File: config.mk
export PLATFORM = sky130hd
export DESIGN_NAME = game_timer
export DESIGN_NICKNAME = d
export VERILOG_FILES = /design/src/rtl/game_timer.sv
export SDC_FILE = /design/constraint.sdc
export NUM_CORES = 1
export LEC_CHECK = 0
export CORE_ASPECT_RATIO = 0.6
export CORE_MARGIN = 8
export CORE_UTILIZATION = 28
export DETAILED_ROUTE_END_ITERATION = 8
export SYNTH_ARGS = -nofsm -noshare
export SYNTH_HDL_FRONTEND = slang
export SYNTH_SLANG_ARGS = --single-unit
File: constraint.sdc
create_clock -name clk -period 4.4 [get_ports clk]
set_input_delay 1.1 -clock clk [delete_from_list [all_inputs] [get_ports clk]]
set_output_delay 1.1 -clock clk [all_outputs]
set_load 0.05 [all_outputs]
File: src/rtl/game_timer.sv
// Countdown game timer (MM:SS, BCD) with a 4-digit common-anode display mux.
// Counts down on 1 Hz ticks while in the game state and flags expiry.
// After expiry it blinks the display on each 1 Hz tick.
// All outputs are registered.
module game_timer #(
  parameter int unsigned START_MIN   = 1,
  parameter int unsigned START_SEC   = 30,
  parameter logic [1:0]  STATE_RESET = 2'b00,
  parameter logic [1:0]  STATE_GAME  = 2'b01
) (
  input  logic       clk,
  input  logic       rst_n,
  input  logic [1:0] state,
  input  logic       one_hz_tick,
  input  logic       display_tick,
  output logic [6:0] seg,
  output logic [3:0] an,
  output logic       dp,
  output logic       time_up,
  output logic       time_up_pulse
);

  localparam logic [3:0] MtInit = 4'(START_MIN / 10);
  localparam logic [3:0] MoInit = 4'(START_MIN % 10);
  localparam logic [3:0] StInit = 4'(START_SEC / 10);
  localparam logic [3:0] SoInit = 4'(START_SEC % 10);

  logic [3:0] mt_q, mo_q, st_q, so_q;
  logic [3:0] mt_d, mo_d, st_d, so_d;
  logic       time_up_q, time_up_d;
  logic       pulse_q, pulse_d;
  logic       blink_q, blink_d;
  logic       is_zero;

  logic [1:0] idx_q;
  logic [6:0] seg_q;
  logic [3:0] an_q, an_sel_q, an_d, anode;
  logic       dp_q;
  logic [3:0] digit;

  function automatic logic [6:0] seg_decode(input logic [3:0] d);
    case (d)
      4'd0:    seg_decode = 7'h40;
      4'd1:    seg_decode = 7'h79;
      4'd2:    seg_decode = 7'h24;
      4'd3:    seg_decode = 7'h30;
      4'd4:    seg_decode = 7'h19;
      4'd5:    seg_decode = 7'h12;
      4'd6:    seg_decode = 7'h02;
      4'd7:    seg_decode = 7'h78;
      4'd8:    seg_decode = 7'h00;
      4'd9:    seg_decode = 7'h10;
      default: seg_decode = 7'h7F;
    endcase
  endfunction

  assign is_zero = (mt_q == 4'd0) && (mo_q == 4'd0) && (st_q == 4'd0) && (so_q == 4'd0);

  // Next count, expiry flag and blink state; reload wins over any tick.
  always_comb begin
    mt_d      = mt_q;
    mo_d      = mo_q;
    st_d      = st_q;
    so_d      = so_q;
    time_up_d = time_up_q;
    blink_d   = blink_q;
    pulse_d   = 1'b0;
    if (state == STATE_RESET) begin
      mt_d      = MtInit;
      mo_d      = MoInit;
      st_d      = StInit;
      so_d      = SoInit;
      time_up_d = 1'b0;
      blink_d   = 1'b0;
    end else if (state == STATE_GAME) begin
      if (one_hz_tick && !is_zero) begin
        if (so_q != 4'd0) begin
          so_d = so_q - 4'd1;
        end else begin
          so_d = 4'd9;
          if (st_q != 4'd0) begin
            st_d = st_q - 4'd1;
          end else begin
            st_d = 4'd5;
            if (mo_q != 4'd0) begin
              mo_d = mo_q - 4'd1;
            end else begin
              // Count is non-zero here, so mt_q is non-zero.
              mo_d = 4'd9;
              mt_d = mt_q - 4'd1;
            end
          end
        end
      end
      if (is_zero && !time_up_q) begin
        time_up_d = 1'b1;
        pulse_d   = 1'b1;
      end else if (time_up_q && one_hz_tick) begin
        blink_d = ~blink_q;
      end
    end
  end

  // Count and status registers.
  always_ff @(posedge clk or negedge rst_n) begin
    if (!rst_n) begin
      mt_q      <= MtInit;
      mo_q      <= MoInit;
      st_q      <= StInit;
      so_q      <= SoInit;
      time_up_q <= 1'b0;
      pulse_q   <= 1'b0;
      blink_q   <= 1'b0;
    end else begin
      mt_q      <= mt_d;
      mo_q      <= mo_d;
      st_q      <= st_d;
      so_q      <= so_d;
      time_up_q <= time_up_d;
      pulse_q   <= pulse_d;
      blink_q   <= blink_d;
    end
  end

  // Digit select for the current mux index; blanking follows blink immediately.
  always_comb begin
    digit = so_q;
    case (idx_q)
      2'd0: digit = so_q;
      2'd1: digit = st_q;
      2'd2: digit = mo_q;
      2'd3: digit = mt_q;
      default: digit = so_q;
    endcase
    anode = ~(4'b0001 << idx_q);
    an_d  = blink_d ? 4'hF : (display_tick ? anode : an_sel_q);
  end

  // Display mux registers: latch the current digit, then advance the index.
  always_ff @(posedge clk or negedge rst_n) begin
    if (!rst_n) begin
      idx_q    <= 2'd0;
      seg_q    <= 7'h7F;
      an_sel_q <= 4'hF;
      an_q     <= 4'hF;
      dp_q     <= 1'b1;
    end else begin
      if (display_tick) begin
        idx_q    <= idx_q + 2'd1;
        seg_q    <= seg_decode(digit);
        an_sel_q <= anode;
        dp_q     <= (idx_q != 2'd2);
      end
      an_q <= an_d;
    end
  end

  assign seg           = seg_q;
  assign an            = an_q;
  assign dp            = dp_q;
  assign time_up       = time_up_q;
  assign time_up_pulse = pulse_q;

endmodule

# Word-level counts from Yosys, hierarchy flattened
# Memories as Yosys holds them, arrays and structs flattened. A register that Yosys moved wholly into a read port is not among the register bits.
# Index checks and enable logic that the tools add are counted.
totals:
  romBits: 112
  register_bits: 30
  wordCells: 88
  mem_count: 1
  inputBits: 6
memory_table:
  columns: ["memory", "depth", "word_bits", "read_ports", "rd_ports_with_merged_regs", "write_ports", "line", "rtl"]
  rows:
  - ["(name not given)", 16, 7, 1, 1, 0, "42", "case (d)"]
op_classes:
  shift: 1
  bitwise: 2
  add_sub_neg: 5
  reduce_logical: 26
  mux: 34
  n_eq_ne: 8
op_table:
  columns: ["op", "count"]
  rows:
  - ["$mux W4", 23]
  - ["$logic_not A4 Y1", 4]
  - ["$pmux W4 S4", 1]
  - ["$sub A4 B1 Y4 const B", 4]
  - ["$reduce_bool A4 Y1", 3]
  - ["$mux W1", 10]
  - ["$ne A2 B2 Y1 const B", 4]
  - ["$logic_and A1 B1 Y1", 6]
  - ["$reduce_bool A2 Y1", 3]
  - ["$reduce_and A5 Y1", 1]
  - ["$eq A2 B1 Y1 const B", 2]
  - ["$eq A2 B2 Y1 const B", 2]
  - ["$logic_not A2 Y1", 2]
  - ["$not A4 Y4", 1]
  - ["$reduce_and A2 Y1", 2]
  - ["$reduce_and A4 Y1", 1]
  - ["$shl A1 B2 Y4 const A", 1]
  - ["$logic_not A1 Y1", 3]
  - ["$reduce_and A3 Y1", 1]
  - ["$add A2 B1 Y2 const B", 1]
  - ["$not A1 Y1", 1]

# Logic depth before layout (Yosys ltp)
# Gate-level depths: netlist (run 1).
logic_depth:
  ltp_word: 9
  depth_mapped: 9

# Worst setup path after synthesis (run 1)
# No wires, ideal clock.
synth_timing:
  path_type: "input port to flip-flop"
  startpoint: "input state[1]"
  endpoint: "register st_q[2]"
  setup_slack_ps: 2038
  path_buffers: 1
  t_arrival_ps: 2244
  t_required_ps: 4281
  cell_stages: 6
  cell_sequence: "buf_6 > nand2b_1 > nor3_1 > o21ai_0 > o21a_1 > o21a_1"
synth_via:
  elab_chain_cells: 3
  word_cells_on_any_way: 7
  classes_between: "eq/ne: 2; mux: 1; reduce/logical: 4"
synth_lines:
  columns: ["element", "line", "rtl"]
  rows:
  - ["start: declaration", "13", "input logic [1:0] state,"]
  - ["$logic_not A2 Y1 or $eq A2 B1 Y1 (tied branches)", "68, 75", null]
  - ["$ne A2 B2 Y1 (no line) or $reduce_bool A2 Y1 (tied branches)", null, null]
  - ["$reduce_and A3 Y1 (no line)", null, null]
  - ["end signal: assignment", "109", "st_q <= StInit;"]
  - ["end signal: assignment", "117", "st_q <= st_d;"]
  - ["end: declaration", "28", "logic [3:0] mt_q, mo_q, st_q, so_q;"]
# Parallel ways exist; a longest one is shown, timed or not.
# A chain may end at the register's enable or synchronous reset.

# Worst setup path in the final report (run 1)
# Ends and elaborated chain as after synthesis.

==> results.md, run 1 <==
- Num rows: 24
- Syn Inst Count: 202
- I/O Buffers: 19
- Clock Skew: 0.00707 ns
- Most frequent cell after synthesis: nor2_1
- Max stage delay on crit path: 0.55 ns
- Global-route wire length before repair: 7490 um
- Post-synthesis register bit count: 37
- CTS tree: built
- Reg-to-reg endpoint: seg[2]$_DFFE_PN1P_
- First-pass detailed-route iteration total: 4
- Top post-synthesis cells by count: nor2_1 (22), dfstp_2 (19), dfrtp_1 (18)
- Sequential share of the synthesized area: 46.1%
- Routed WL per cell: 14.2 um
- RSZ-0062 raised after global routing: false
- Htree depth: 2
- Top-Level Pins: 20
- Power Density: 617 mW/mm^2
- CP required: 4.57 ns
- Initial Util: 28.6%
- RePlAce Congestion: 0.802
- Max Cap Viol: 0
- Max Fclk: 0.355 GHz
- FF/Latch Area: 950 sq um
- Syn_area_per_cell: 10.2 sq um
- Worst skew pair latency: 0.28 ns
- Initial antenna violation count: 0
- Ys async rst share: 100%
- Layout cells sized above 1: 19.3%
- Mapped Area: 0.00206 sq mm
- Worst Setup End Kind: flip-flop
- Area occupied by multi-input gates: 992 sq um
- Outcome: finished clean
- Critical Path Start: state[1]
- Final WS setup: 1.59 ns
- Synth top area share: 24.2%
- Cell taking the most area after synthesis: dfstp_2
- Top FF cell, synth: dfstp_2
- Number of synthesized flops with an enable pin: 0
- Post-synth cell types: 45
- Post-CTS resize count: 0
- Setup TNS: 0 ns
- Worst setup endpoint: st_q[2]$_DFFE_PN0P_
- Worst-path clk slew: 0.05 ns
- HP Class: flip-flop to flip-flop
- Die Y-Extent: 82.4 um
- Yosys warnings: 0
- Flop2flop setup slack: 1.90 ns
- Fillers: 752
- WL final: 4450 um
- Core Region: 0.00721 sq mm
- Final Hold Viols: 0
- Bufs and invs on worst path: 1
- Synth area leaders: dfstp_2 (24%), dfrtp_1 (22%), ha_1 (7.9%), nor2_1 (4.0%), mux2_2 (3.8%)
- Post-route minimum period: 2.81 ns
- Total grt overflow: 0
- Post-CTS Setup Bufs: 0
- Worst R2R Start: idx_q[0]$_DFFE_PN0P_
- CP Max Fanout: 10
- Max Root-Sink Buffers: 2
- Root Driver: clkbuf_16
- Die area: 0.0104 sq mm
- HPWL Detailed: 3360 um
- Worst path cell trace: clkdlybuf4s50_1 -> nand2b_1 -> nor3_1 -> o21ai_0 -> o21a_1 -> o21a_1
- Arr. time, crit path: 2.98 ns
- Die X: 127 um
- Place WS: 1.32 ns
- Max-slew headroom: 46.0%
- Final setup fails: 0
- Diode count: 0
- Top cell by count, worst path: o21a_1
- Number of clock sinks: 37
- Net Count, Synth: 221
- Area Growth Syn to Fin: 19.0%
- Post-CTS Hold Fix Bufs: 0
- Pin count of the biggest net entering global routing: 38
- CP top delay family: compound AO/OA/AOI/OAI gates
- Tcrit/Tclk final: 63.9%
- Post-DR vias/cell: 4.75
- Cts bufs inserted: 5
- Leak pwr: 0.00102 uW
- Setup crit start kind: primary input
- Levels on crit path: 6
- Crit path kind: primary input to flip-flop
- Routed vias: 1493
- Nets: 241
- Worst Max-Slew Pin Slew: 0.808 ns
- DR iter-0 viols: 120
- Drt drc: 0
- Worst r2r path cells: 7
- Peak VDD IR: 0.343 mV
- Slowest CP cell: clkdlybuf4s50_1
- Vias in the first global route: 1440
- Max Slew Vio Count: 0
- Tot GR Track Use: 9.18%
- Post-route ant nets: 0
-- cell usage in the layout, fill, tap and decap left out, types with 7 or more instances in the layout --
cell | Yosys | routed
dfrtp_1 | 18 | 18
o21ai_0 | 10 | 10
nand2_1 | 14 | 14
inv_1 | 17 | 17
a21oi_1 | 7 | 7
nor2_1 | 22 | 22
dfstp_2 | 19 | 19
mux2i_1 | 7 | 7
ha_1 | 13 | 13
clkdlybuf4s50_1 | 0 | 18
mux2_2 | 7 | 7
-- worst min path at each step --
stage	slack (ns)	endpoint	cells after the start	from
4_1_cts	0.48	dp$_DFFE_PN1P_	2	dp$_DFFE_PN1P_
6_report	0.47	dp$_DFFE_PN1P_	2	dp$_DFFE_PN1P_
2_1_floorplan	0.45	an_sel_q[3]$_DFF_PN1_	2	an_sel_q[3]$_DFF_PN1_
3_5_place_dp	0.47	an_sel_q[3]$_DFF_PN1_	2	an_sel_q[3]$_DFF_PN1_
5_1_grt	0.49	an_sel_q[1]$_DFF_PN1_	2	an_sel_q[1]$_DFF_PN1_
3_3_place_gp	0.47	an_sel_q[1]$_DFF_PN1_	2	an_sel_q[1]$_DFF_PN1_
-- metrics by stage --
stage | util [%] | hold WS, ns | instances | area [sq um] | power (uW)
after floorplan | - | 0.446 | 202 | 2060 | 990
after global placement | 32.0 | 0.466 | 306 | 2300 | 1160
after detailed placement | 32.0 | 0.470 | 306 | 2300 | 1170
after CTS | 34.0 | 0.482 | 314 | 2450 | 1540
after global routing | 34.0 | 0.495 | 314 | 2450 | 1620
final | 34.0 | 0.474 | 314 | 2450 | 1510
-- power by group --
group	leakage [uW]	switching, uW	internal, uW	total [uW]
Combinational	0.000507	406	234	640
Clock	0.0000712	126	226	352
Sequential	0.000443	48.3	472	520
Total	0.00102	581	932	1510
-- cell type report --
type                    count  share of cell area (%)
multi-input cells         142                    40.5
flip-flops and latches     37                    38.7
repair buffers             19                    7.55
clock buffers               8                    5.97
well taps                  91                    4.65
inverters                  17                    2.60
-- metal layers --
| layer | share of wire (%) | GRT usage [%] |
|---|---|---|
| met1 | 55 | 13.0 |
| met2 | 40 | 13.0 |
| met3 | 4.0 | 2.69 |
| met4 | 0.79 | 3.18 |
| met5 | 0 | 0 |
-- worst reg2reg max path, cell delays in order, from the launching register on --
cell,delay (ns)
dfrtp_1,0.41
inv_1,0.10
ha_1,0.27
a222oi_1,0.51
mux2i_1,0.31
o21ai_0,0.44
nand2_1,0.10
mux2_2,0.28
-- logic make-up (layout without fill, tap and decap cells) --
| family | after synthesis | in the layout | share of synthesized area [%] |
|---|---|---|---|
| and+or+nand+nor | 70 | 70 | 17.9 |
| AOI/OAI and AO/OA | 41 | 41 | 13.4 |
| DFF | 37 | 37 | 46.1 |
| buffers and inverters | 23 | 44 | 5.71 |
| muxes | 14 | 14 | 7.23 |
| adders and majority gates | 13 | 13 | 7.90 |
| xor gates and xnor gates | 4 | 4 | 1.70 |
-- registers in the layout, summed over array words and instances, names as in the netlist --
register and cells:
so_q 4, dp 1, blink_q 1, idx_q 2, seg 7, time_up_pulse 1
an_sel_q 4, st_q 4, time_up 1, mo_q 4, mt_q 4, an 4
Note: power is estimated with default switching activity, not from simulation.
==> inputs of run 2 (changes only) <==
==> constraint.sdc (replaced) <==
create_clock -name clk -period 2.5 [get_ports clk]
set_input_delay 0.625 -clock clk [delete_from_list [all_inputs] [get_ports clk]]
set_output_delay 0.625 -clock clk [all_outputs]
set_load 0.05 [all_outputs]
==> results.md, run 2 (synthesized netlist as in run 1, its figures left out) <==
- Outcome: finished clean
- RePlAce Congestion: 0.824
- HPWL Detailed: 3330 um
- Max Slew Vio Count: 0
- Max stage delay on crit path: 0.51 ns
- Clock power frac: 26.2%
- Cell area after layout: 0.00255 sq mm
- Global routing usage on met3: 2.56%
- Met1 usage: 13.1%
- Routed vias: 1547
- Die X: 127 um
- Final setup fails: 0
- Number of clock sinks: 37
- Peak VDD IR: 0.632 mV
- Post-DR vias/cell: 4.79
- M2 GR Usage: 13.2%
- Global-route wire length before repair: 7620 um
- Worst Setup End Kind: flip-flop
- I/O Buffers: 19
- Post-route ant nets: 0
- Slowest CP cell: a222oi_1
- Num rows: 24
- Top cell by count, worst path: ha_1
- Initial antenna violation count: 0
- Die Y-Extent: 82.4 um
- Bufs and invs on worst path: 0
- Tcrit/Tclk final: 94.1%
- Routed WL per cell: 13.9 um
- Max Root-Sink Buffers: 2
- Initial Util: 28.6%
- Nets: 250
- Pin count of the biggest net entering global routing: 38
- Worst path cell trace: ha_1 -> a222oi_1 -> mux2i_2 -> ha_1 -> nor3_1 -> a31oi_1 -> mux2_2
- DR iter-0 viols: 107
- Max-slew headroom: 44.8%
- HP Class: primary input to asynchronous set/reset pin
- Crit path kind: flip-flop to flip-flop
- Max Fclk: 0.425 GHz
- Diode count: 0
- RSZ-0062 raised after global routing: false
- Worst Max-Slew Pin Slew: 0.829 ns
- Power Density: 1110 mW/mm^2
- Max Cap Viol: 0
- Comb pwr share: 41.6%
- Global route hottest layer: met2
- Psw: 1060 uW
- Setup TNS: 0 ns
- Fillers: 715
- Vias in the first global route: 1547
- Max FFs per register: 7
- Root Driver: clkbuf_16
- Final Hold Viols: 0
- Htree depth: 2
- Post-CTS Hold Fix Bufs: 0
- Tot GR Track Use: 9.26%
- Pint: 1780 uW
- Drt drc: 0
- Clock Skew: 0.00301 ns
- CP required: 2.71 ns
- Leak pwr: 0.00108 uW
- Sequential power share: 32.2%
- Cts bufs inserted: 5
- Worst-path clk slew: 0.06 ns
- Worst skew pair latency: 0.28 ns
- Top-Level Pins: 20
- Die area: 0.0104 sq mm
- CTS tree: built
- CP top delay family: compound AO/OA/AOI/OAI gates
- Post-route minimum period: 2.35 ns
- Switch share: 37.3%
- Core Region: 0.00721 sq mm
- Area Growth Syn to Fin: 23.9%
- CP Max Fanout: 8
- Layout cells sized above 1: 23.7%
- Most common cell after layout, fill and taps aside: nor2_1
- Area post-placement: 0.00236 sq mm
- Total grt overflow: 0
- Setup crit start kind: flip-flop
- Commonest cells after routing, fill and taps aside: nor2_1 (22), dfstp_2 (19), dfrtp_1 (18), clkdlybuf4s50_1 (18), inv_1 (17)
- First-pass detailed-route iteration total: 4
- WL final: 4480 um
- Arr. time, crit path: 2.56 ns
[run 2: power groups by stage]
stage / sequential (uW) / clock (uW) / combinational (uW)
after CTS: 916 / 757 / 1150
after global routing: 934 / 790 / 1290
after floorplan: 1220 / 0 / 523
final: 914 / 744 / 1180
after detailed placement: 923 / 0 / 1150
after global placement: 924 / 0 / 1120
[run 2: routing by layer]
layer | vias to the layer above | routed length, um
met2 | 40 | 1860
met5 | - | 0
met4 | 0 | 36
met3 | 4 | 259
li1 | 778 | -
met1 | 725 | 2330
[run 2: path summary, 6_finish.rpt]
| check | endpoint | startpoint | cells past startpoint | slack, ns |
|---|---|---|---|---|
| setup / recovery | seg[5]$_DFFE_PN1P_ | idx_q[0]$_DFFE_PN0P_ | 7 | 0.15 |
| hold / removal | st_q[2]$_DFFE_PN0P_ | rst_n | 1 | 0.44 |
| setup reg to reg | seg[5]$_DFFE_PN1P_ | idx_q[0]$_DFFE_PN0P_ | 7 | 0.15 |
| hold reg to reg | an_sel_q[3]$_DFF_PN1_ | an_sel_q[3]$_DFF_PN1_ | 2 | 0.47 |
| max in group asynchronous | so_q[3]$_DFFE_PN0P_ | rst_n | 1 | 1.53 |
| min in group clk | an_sel_q[3]$_DFF_PN1_ | an_sel_q[3]$_DFF_PN1_ | 2 | 0.47 |
[run 2: final cells by class]
| type | instances | area [sq um] | area share [%] |
|---|---|---|---|
| well taps | 91 | 114 | 4.46 |
| repair buffers | 28 | 253 | 9.90 |
| multi-input cells | 142 | 996 | 39.0 |
| clock inverters | 2 | 37.5 | 1.47 |
| clock buffers | 6 | 139 | 5.44 |
| inverters | 17 | 63.8 | 2.50 |
| flip-flops and latches | 37 | 950 | 37.2 |
[run 2: repair_timing]
action	in CTS	in global routing
buffers inserted	0	2
gates resized for setup	0	1
setup endpoints to repair	0	1
[run 2: through the flow]
step                      cells  utilization (%)  hold slack (ns)  setup slack, ns  power (uW)
after floorplan             202                -            0.329            0.434        1740
after global placement      313             32.7            0.460            0.190        2040
after detailed placement    313             32.7            0.459            0.136        2070
after CTS                   321             35.2            0.470            0.141        2830
after global routing        323             35.4            0.479          0.00652        3010
final                       323             35.4            0.440            0.147        2840
==> inputs of run 3 (changes only) <==
--- a/config.mk
+++ b/config.mk
@@ -6,7 +6,7 @@
 export NUM_CORES = 1
 export LEC_CHECK = 0
 export CORE_ASPECT_RATIO = 0.6
-export CORE_MARGIN = 8
+export CORE_MARGIN = 2
 export CORE_UTILIZATION = 28
 export DETAILED_ROUTE_END_ITERATION = 8
 export SYNTH_ARGS = -nofsm -noshare
==> results.md, run 3 (synthesized netlist as in run 1, its figures left out) <==
- Worst r2r path cells: 7
- Core Region: 0.00721 sq mm
- Initial Util: 28.6%
- Post-route ant nets: 0
- Area Growth Syn to Fin: 21.7%
- Final WS setup: 0.170 ns
- Setup TNS: 0 ns
- Top Metal Used: met4
- Final Hold Viols: 0
- Power Density: 1070 mW/mm^2
- CTS tree: built
- Worst-path clk slew: 0.06 ns
- I/O Buffers: 19
- Arr. time, crit path: 2.53 ns
- Die X: 115 um
- Max Cap Viol: 0
- Root Driver: clkbuf_16
- Htree depth: 2
- Tcrit/Tclk final: 93.2%
- Post-DR vias/cell: 4.83
- Crit path kind: flip-flop to flip-flop
- Setup crit start kind: flip-flop
- Total grt overflow: 0
- RSZ-0062 raised after global routing: false
- Commonest cells after routing, fill and taps aside: nor2_1 (22), dfstp_2 (19), dfrtp_1 (18), clkdlybuf4s50_1 (18), inv_1 (17)
- Clock Skew: 0.00448 ns
- Nets: 248
- Leak pwr: 0.00106 uW
- RePlAce Congestion: 0.854
- Hold slack: 0.441 ns
- Die Y-Extent: 70.4 um
- Place WS: 0.128 ns
- CP Max Fanout: 8
- CP required: 2.70 ns
- Max Root-Sink Buffers: 2
- HP Class: primary input to asynchronous set/reset pin
- Global-route wire length before repair: 7540 um
- Pin count of the biggest net entering global routing: 38
- First-pass detailed-route iteration total: 7
- Most common cell after layout, fill and taps aside: nor2_1
- WL met1: 2210 um
- Routed vias: 1552
- Vias in the first global route: 1547
- Total power: 2680 uW
- Max Fclk: 0.429 GHz
- Routed WL per cell: 13.3 um
- Final setup fails: 0
- Num rows: 24
- Cts bufs inserted: 5
- Layout cells sized above 1: 22.2%
- Top-Level Pins: 20
- HPWL Detailed: 3170 um
- DR WL met3: 290 um
- Tot GR Track Use: 11.8%
- Peak VDD IR: 0.608 mV
- DR iter-0 viols: 100
- WL met2: 1740 um
- Max FFs per register: 7
- Worst Max-Slew Pin Slew: 0.822 ns
- Worst Setup End Kind: flip-flop
- Drt drc: 0
- Initial antenna violation count: 0
- Max-slew headroom: 45.2%
- Outcome: finished clean
- Die area: 0.00808 sq mm
- Post-route minimum period: 2.33 ns
- Max Slew Vio Count: 0
- Diode count: 0
- Worst skew pair latency: 0.28 ns
- WL final: 4280 um
- Number of clock sinks: 37
-- run 3: through the flow --
step | std cells | cell area (sq um) | util (%)
3_3_place_gp | 313 | 2360 | 32.7
3_5_place_dp | 313 | 2360 | 32.7
4_1_cts | 321 | 2500 | 34.7
6_report | 321 | 2510 | 34.8
5_1_grt | 321 | 2510 | 34.8
2_1_floorplan | 202 | 2060 | -
-- run 3: repair_timing --
action | CTS | global route
setup buffers | 0 | 0
gates resized for setup | 0 | 2
endpoints found under the setup margin | 0 | 4
hold buffers | 0 | 0
-- run 3: path summary, 6_finish.rpt --
path,startpoint,slack [ns],endpoint
min in group clk,an_sel_q[1]$_DFF_PN1_,0.47,an_sel_q[1]$_DFF_PN1_
hold reg to reg,an_sel_q[1]$_DFF_PN1_,0.47,an_sel_q[1]$_DFF_PN1_
max in group asynchronous,rst_n,1.53,blink_q$_DFF_PN0_
setup / recovery,idx_q[0]$_DFFE_PN0P_,0.17,seg[5]$_DFFE_PN1P_
setup reg to reg,idx_q[0]$_DFFE_PN0P_,0.17,seg[5]$_DFFE_PN1P_
hold / removal,rst_n,0.44,mo_q[2]$_DFFE_PN0P_
-- run 3: layout make-up --
class                   instances  area [sq um]
clock buffers                   8           146
multi-input cells             142           996
well taps                      91           114
inverters                      17          63.8
fillers                       744          4700
repair buffers                 26           238
flip-flops and latches         37           950
-- run 3: per-layer routing --
layer | vias up | GRT usage, %
li1 | 770 | -
met1 | 732 | 17.4
met3 | 9 | 3.56
met5 | - | 0
met4 | 0 | 2.81
met2 | 41 | 16.8
-- run 3: power breakdown --
group | internal [uW] | total (uW) | switching (uW)
Clock | 397 | 627 | 230
Combinational | 428 | 1140 | 712
Sequential | 830 | 912 | 82.0
-- run 3: critical path, stage by stage, from the launching register on --
cell	delay, ns
dfrtp_1	0.42
ha_1	0.28
a222oi_1	0.50
mux2i_2	0.26
ha_1	0.27
nor3_1	0.19
a31oi_1	0.06
mux2_2	0.27
